`config.mk`:
```
export PLATFORM = sky130hd
export DESIGN_NAME = instr_encoder
export DESIGN_NICKNAME = d
export VERILOG_FILES = /design/src/rtl/instr_encoder.sv
export SDC_FILE = /design/constraint.sdc
export NUM_CORES = 1
export LEC_CHECK = 0
export CORE_MARGIN = 2
export CORE_UTILIZATION = 55
export DETAILED_ROUTE_END_ITERATION = 8
export GPL_TIMING_DRIVEN = 0
export PLACE_DENSITY = 0.95
export SLEW_MARGIN = 10
export SYNTH_ARGS = -nofsm -noshare
export SYNTH_HDL_FRONTEND = slang
export SYNTH_SLANG_ARGS = --single-unit
```
`constraint.sdc`:
```
create_clock -name clk -period 5.1 [get_ports clk]
set_clock_uncertainty 0.1 [all_clocks]
set_input_delay 0.51 -clock clk [delete_from_list [all_inputs] [get_ports clk]]
set_output_delay 0.51 -clock clk [all_outputs]
set_load 0.03 [all_outputs]
```
`src/rtl/instr_encoder.sv`:
```
// Instruction ROM loader: packs decoded instruction fields into the 8-bit
// fetch/decode word and streams them into consecutive instruction-memory addresses.
module instr_encoder #(
   parameter logic [15:0] BASE_ADDR = 16'h0000,
   parameter int          DEPTH     = 256
) (
   input  logic        clk,
   input  logic        reset,
   input  logic        start,
   input  logic        in_valid,
   output logic        in_ready,
   input  logic [3:0]  in_opcode,
   input  logic [2:0]  in_ra,
   input  logic [2:0]  in_rb,
   input  logic [2:0]  in_imm,
   input  logic        in_imm_flag,
   output logic        mem_we,
   output logic [15:0] mem_addr,
   output logic [7:0]  mem_wdata,
   output logic        busy,
   output logic        done,
   output logic        overflow,
   output logic        err,
   output logic [15:0] word_count
);

   typedef enum logic [1:0] {IDLE, LOAD, DONE, ERR} state_t;

   typedef enum logic [3:0] {
      OP_LB,  OP_LHB, OP_JMP, OP_STR, OP_LIM, OP_MVB, OP_MVF, OP_ADD,
      OP_SUB, OP_SFT, OP_BNE, OP_BEQ, OP_BLT, OP_INC, OP_HALT, OP_TBA
   } opcode_t;

   localparam logic [16:0] DEPTH_W = 17'(DEPTH);

   state_t      state;
   logic [15:0] ptr;
   logic [7:0]  enc_word;
   logic        enc_legal;
   logic        last_word;

   // NOTE: every signal driven here gets a default first, so no path leaves it unassigned (no latch).
   always_comb begin
      enc_word  = {in_opcode, 4'b0000};
      enc_legal = 1'b1;
      case (opcode_t'(in_opcode))
         OP_JMP, OP_LIM:  enc_word[3:0] = {in_imm, in_imm_flag};
         OP_SFT, OP_INC:  enc_word[3:0] = {in_ra, in_imm_flag};
         OP_HALT, OP_TBA: enc_word[3:0] = 4'b0000;
         default: begin
            // M-form: source must be r0-r3, destination r4-r7; only the low bits are stored.
            enc_word[3:0] = {in_ra[1:0], in_rb[1:0]};
            enc_legal     = !in_ra[2] && in_rb[2];
         end
      endcase
   end

   // Widened compare so DEPTH = 65536 still terminates the load.
   assign last_word = (({1'b0, word_count} + 17'd1) == DEPTH_W);
   assign busy      = in_ready;

   // NOTE: all state updates use non-blocking assignments so every register samples pre-edge values.
   always_ff @(posedge clk) begin
      if (reset) begin
         state      <= IDLE;
         in_ready   <= 1'b0;
         mem_we     <= 1'b0;
         mem_addr   <= BASE_ADDR;
         mem_wdata  <= 8'h00;
         ptr        <= BASE_ADDR;
         word_count <= 16'h0000;
         done       <= 1'b0;
         overflow   <= 1'b0;
         err        <= 1'b0;
      end else begin
         mem_we <= 1'b0;
         case (state)
            LOAD: begin
               if (in_valid) begin
                  if (!enc_legal) begin
                     state    <= ERR;
                     in_ready <= 1'b0;
                     err      <= 1'b1;
                  end else begin
                     mem_we     <= 1'b1;
                     mem_addr   <= ptr;
                     mem_wdata  <= enc_word;
                     ptr        <= ptr + 16'd1;
                     word_count <= word_count + 16'd1;
                     if (opcode_t'(in_opcode) == OP_HALT) begin
                        state    <= DONE;
                        in_ready <= 1'b0;
                        done     <= 1'b1;
                     end else if (last_word) begin
                        state    <= DONE;
                        in_ready <= 1'b0;
                        done     <= 1'b1;
                        overflow <= 1'b1;
                     end
                  end
               end
            end
            default: begin
               if (start) begin
                  state      <= LOAD;
                  in_ready   <= 1'b1;
                  ptr        <= BASE_ADDR;
                  word_count <= 16'h0000;
                  done       <= 1'b0;
                  overflow   <= 1'b0;
                  err        <= 1'b0;
               end
            end
         endcase
      end
   end

endmodule
```
-- Yosys cells after proc, flatten, opt, wreduce, memory -nomap -nowiden
Cells that the tools add are included.
- equal/unequal tests: 15
- mux-type cells: 35
- bitwise logic cells: 2
- reduce and logical (&&, ||, !) cells: 14
- add/sub/neg operators: 3
- operator list (cell ; count):
    two-way mux 16 bit ; 7
    adder 16 x 1 -> 16 bit, second input constant ; 2
    two-way mux 1 bit ; 21
    adder 16 x 1 -> 17 bit, second input constant ; 1
    equality test 17 x 9 -> 1 bit, second input constant ; 1
    equality test 4 bit, second input constant ; 4
    two-way mux 2 bit ; 6
    case mux 4 bit (3 select lines) ; 1
    AND reduction 3 bit ; 4
    inequality test 2 bit, second input constant ; 5
    OR reduction 2 bit ; 3
    OR reduction 6 bit ; 1
    AND reduction 5 bit ; 1
    equality test 4 x 2 -> 1 bit, second input constant ; 1
    equality test 4 x 3 -> 1 bit, second input constant ; 1
    inequality test 4 bit, second input constant ; 1
    AND reduction 4 bit ; 1
    inequality test 3 bit, second input constant ; 1
    OR reduction 3 bit ; 1
    equality test 2 x 1 -> 1 bit, second input constant ; 1
    inverter 1 bit ; 2
    nonzero test 2 bit ; 1
    logical AND 1 bit ; 1
    logical NOT 1 bit ; 1
- output and inout port bits: 46
- logic and storage cells: 79
- input port bits: 18
- register bits after elaboration: 63

-- Logic depth before layout (Yosys ltp)
- word-level depth: 7
- depth in mapped cells: 8
- depth with buffers taken out: 7

-- Worst setup path before layout
OpenSTA, ideal clock, no wires.
- kind: register to register
- from: register word_count[0]
- to: register done
- setup slack: 2.787 ns
- buffers on the path: 0
- data required time: 4.940 ns
- arrival time: 2.153 ns
- cell stages (with the launch flop): 7
- setup time: 0.060 ns
- period minus slack after synthesis: 2.313 ns
- cell sequence: dfxtp_1 -> ha_1 -> nand3_4 -> nor4_1 -> xor2_1 -> nor4_4 -> o221a_1
- longest elaborated chain between the ends: 4
- ends and longest elaborated chain (element ; line ; source):
    start: declaration ; 24 ; output logic [15:0] word_count
    start signal: assignment ; 89 ; word_count <= word_count + 16'd1;
    adder 16 x 1 -> 17 bit ; 59 ; assign last_word = (({1'b0, word_count} + 17'd1) == DEPTH_W);
    equality test 17 x 9 -> 1 bit ; 59 ;
    inequality test 3 bit (no line) ; n/a ;
    AND reduction 4 bit (no line) ; n/a ;
    end signal: assignment ; 72 ; done <= 1'b0;
    end signal: assignment ; 93 ; done <= 1'b1;
    end signal: assignment ; 97 ; done <= 1'b1;
    end: declaration ; 21 ; output logic done,
No other way between the ends.
A chain may end at the register's enable or synchronous reset.

-- Final worst setup path
- from: input in_opcode[3]
- to: register word_count[8]
- longest elaborated chain between the ends: 5
- elaborated cells on any way between the ends: 10
- those cells by class: eq/ne: 7; mux: 1; reduce/logical: 2
- ends and longest elaborated chain (element ; line ; source):
    start: declaration ; 12 ; input logic [3:0] in_opcode,
    equality test 4 bit, or another cell as far along ; 46 ; case (opcode_t'(in_opcode))
    OR reduction 6 bit (no line) * ; n/a ;
    two-way mux 1 bit * ; 46 ;
    inequality test 2 bit (no line) * ; n/a ;
    AND reduction 3 bit (no line) * ; n/a ;
Every way passes the cells marked *; elsewhere a longest branch is shown, timed or not.

==> run summary <==
DR vias/cell: 5.899
Initial Utilization: 0.5683
Syn Inst Count: 388
Crit start category: input port
Layout cell share with drive strength beyond 1: 0.1013
Bufs and invs on worst path: 2
Largest cells by area after synthesis: dfxtp_1 40%, nand2_1 7.8%, a21oi_1 6.9%
Final hold vios: 0
Core area: 5507 um2
CTS resizes: 0
Crit-path max cell delay: 0.51 ns
Final TNS setup: 0 ns
PortBufs: 62
Worst setup path start: in_opcode[3]
Cell row count: 27
Synth top area share: 0.4030
Worst R2R Start: word_count[0]
I/O pins: 64
Final nets: 482
Syn nets: 409
Reg2reg setup slack: 2.66 ns
HP Start: in_opcode[1]
Final min period: 2.501 ns
P_leak: 1.450 nW
Hold_buf cts: 0
Initial DRC count: 285
Crit path kind: input port to register
Hold Path End: mem_wdata[5]
MaxCap Viol Count: 0
EDFF count, synth: 0
Chip height: 79.43 um
FF+latch count, synth: 63
Crit end category: register
Top cell family by delay on the critical path: buffers and inverters
Yosys top cell by area: dfxtp_1
CTS Buf Count: 9
CP Data Required Time: 5.28 ns
Max_slew headroom: 0.5794
Drt pass-1 iters: 5
H-tree depth: 3
Synth async-reset ratio: 0
Mean post-synth cell area: 8.065 um2
First-pass GRT wire length: 13990 um
Worst Max-Slew Pin Slew: 0.6309 ns
Post CTS Setup Buffer Count: 0
Total number of vias: 3162
Drt total wl: 8486 um
Wirelength per Cell: 15.83 um
Ys Warns: 0
Antenna-violating nets left: 0
Peak VDD IR: 202.7 uV
Part of the Yosys area used for sequential elements: 0.4030
Top FF cell, synth: dfxtp_1
Arrival @ worst endpoint: 2.68 ns
Gpl congestion: 0.8858
Largest net degree at the start of global routing: 11
Max Fclk: 399.9 MHz
Fillers: 391
Worst r2r path cells: 6
Clock root cell: clkbuf_8
Synth Cell Area: 3129 um2
Worst hold margin: 0.3530 ns
Die area: 6309 um2
Crit-path slowest cell: clkdlybuf4s50_1
HP Class: input port to register
Clk sinks: 63
# setup viols final: 0
Number of global-route vias before repair: 3015
Unique cell type count in the Yosys netlist: 53
DR DRC count: 0
Clock latency on the worst-skew pair: 0.35 ns
Most frequent cells in the layout: 65 x nand2_1, 63 x dfxtp_1, 62 x clkdlybuf4s50_1
Total track usage: 0.2842
Crit-path max FO: 10
Most common cell after layout, fill and taps aside: nand2_1
Most used cell along the critical path: nand2_1
CTS tree: done
ANT cells: 0
Final period util: 0.4904
Crit-path cells: clkdlybuf4s50_1, or2_2, o221ai_2, nand2_1, buf_2, o21ai_0, nand2_1, a21oi_1
FF+latch area: 1261 um2
Power Density: 325.2 nW/um2
Max clock buf depth: 2
Gr ovfl total: 0
Dpl hpwl: 5860 um
Status: finished clean
Area grow syn2layout: 30.15%
Initial antenna violation count: 0
Reg-to-Reg End: done
Max Slew Vio Count: 0
Die Wd: 79.43 um
Multi-input logic area: 1729 um2
Clk slew on worst S/H paths: 0.07 ns
RSZ-0062 raised after global routing: false
Hold Path Stages: 3
[metrics by stage]
stage	power (mW)	instance area [um2]	utilization	cells	setup WS [ns]
after global routing	1.361	4073	0.7396	536	2.471
after global placement	0.7873	3840	0.6973	522	2.354
after CTS	1.316	4073	0.7396	536	2.661
after floorplan	0.7030	3129	-	388	2.787
final	1.324	4073	0.7396	536	2.599
after detailed placement	0.7973	3840	0.6973	522	2.287
[kinds of logic after synthesis]
group | Yosys count | share of synthesized area
AND/OR/NAND/NOR | 190 | 0.3107
AO/OA/AOI/OAI | 88 | 0.1795
adder cells (fa/ha/maj) | 3 | 0.01200
buffers and inverters | 27 | 0.04438
multiplexers | 1 | 0.003199
flip-flops | 63 | 0.4030
XOR/XNOR | 16 | 0.04718
[power breakdown]
| group | leakage, nW | internal [mW] | switching [mW] | total (mW) |
|---|---|---|---|---|
| combinational | 0.823 | 0.0951 | 0.174 | 0.269 |
| clock | 0.118 | 0.332 | 0.198 | 0.530 |
| sequential | 0.509 | 0.511 | 0.0147 | 0.526 |
[registers in the layout, indices dropped and copies added (netlist names)]
signal and flops:
state 2, ptr 16, word_count 16, mem_we 1, overflow 1, mem_wdata 8
busy 1, mem_addr 16, done 1, err 1
[per-layer routing]
metal | track usage | vias to the layer above | wire, um
met5 | 0 | - | 0
met4 | 0.1397 | 0 | 238
met3 | 0.05430 | 26 | 599
met2 | 0.4790 | 144 | 4181
met1 | 0.3465 | 1486 | 3466
li1 | - | 1506 | -
[cells in the mapped netlist (5+ instances only)]
library cell	n
inv_1	5
xnor2_1	9
buf_4	7
xor2_1	6
nor2_1	50
buf_2	9
nand3_1	22
a211oi_1	5
nand2b_1	5
dfxtp_1	63
or3_1	6
nand2_1	65
clkbuf_1	6
and3_1	7
a21oi_1	43
nor3_1	9
o21ai_0	16
[layout make-up]
cell class | count | area share
Multi-Input combinational cell | 298 | 0.4246
Sequential cell | 63 | 0.3097
Timing Repair Buffer | 62 | 0.1524
Clock buffer | 10 | 0.03379
Buffer | 22 | 0.02949
Clock inverter | 4 | 0.02335
Tap cell | 72 | 0.02212
Inverter | 5 | 0.004608
[how the worst max path moves through the flow]
stage,slack (ns),depth (start not counted),endpoint
2_1_floorplan,2.79,6,done
3_3_place_gp,2.35,8,word_count[7]
3_5_place_dp,2.29,8,word_count[7]
4_1_cts,2.66,8,word_count[7]
5_1_grt,2.47,8,word_count[7]
6_report,2.60,8,word_count[8]
[worst min-delay path: stages]
cell and delay, ns:
buf_4 0.14, nand2_1 0.06, a21oi_1 0.05
No activity file was read; power rests on OpenSTA's default activity.
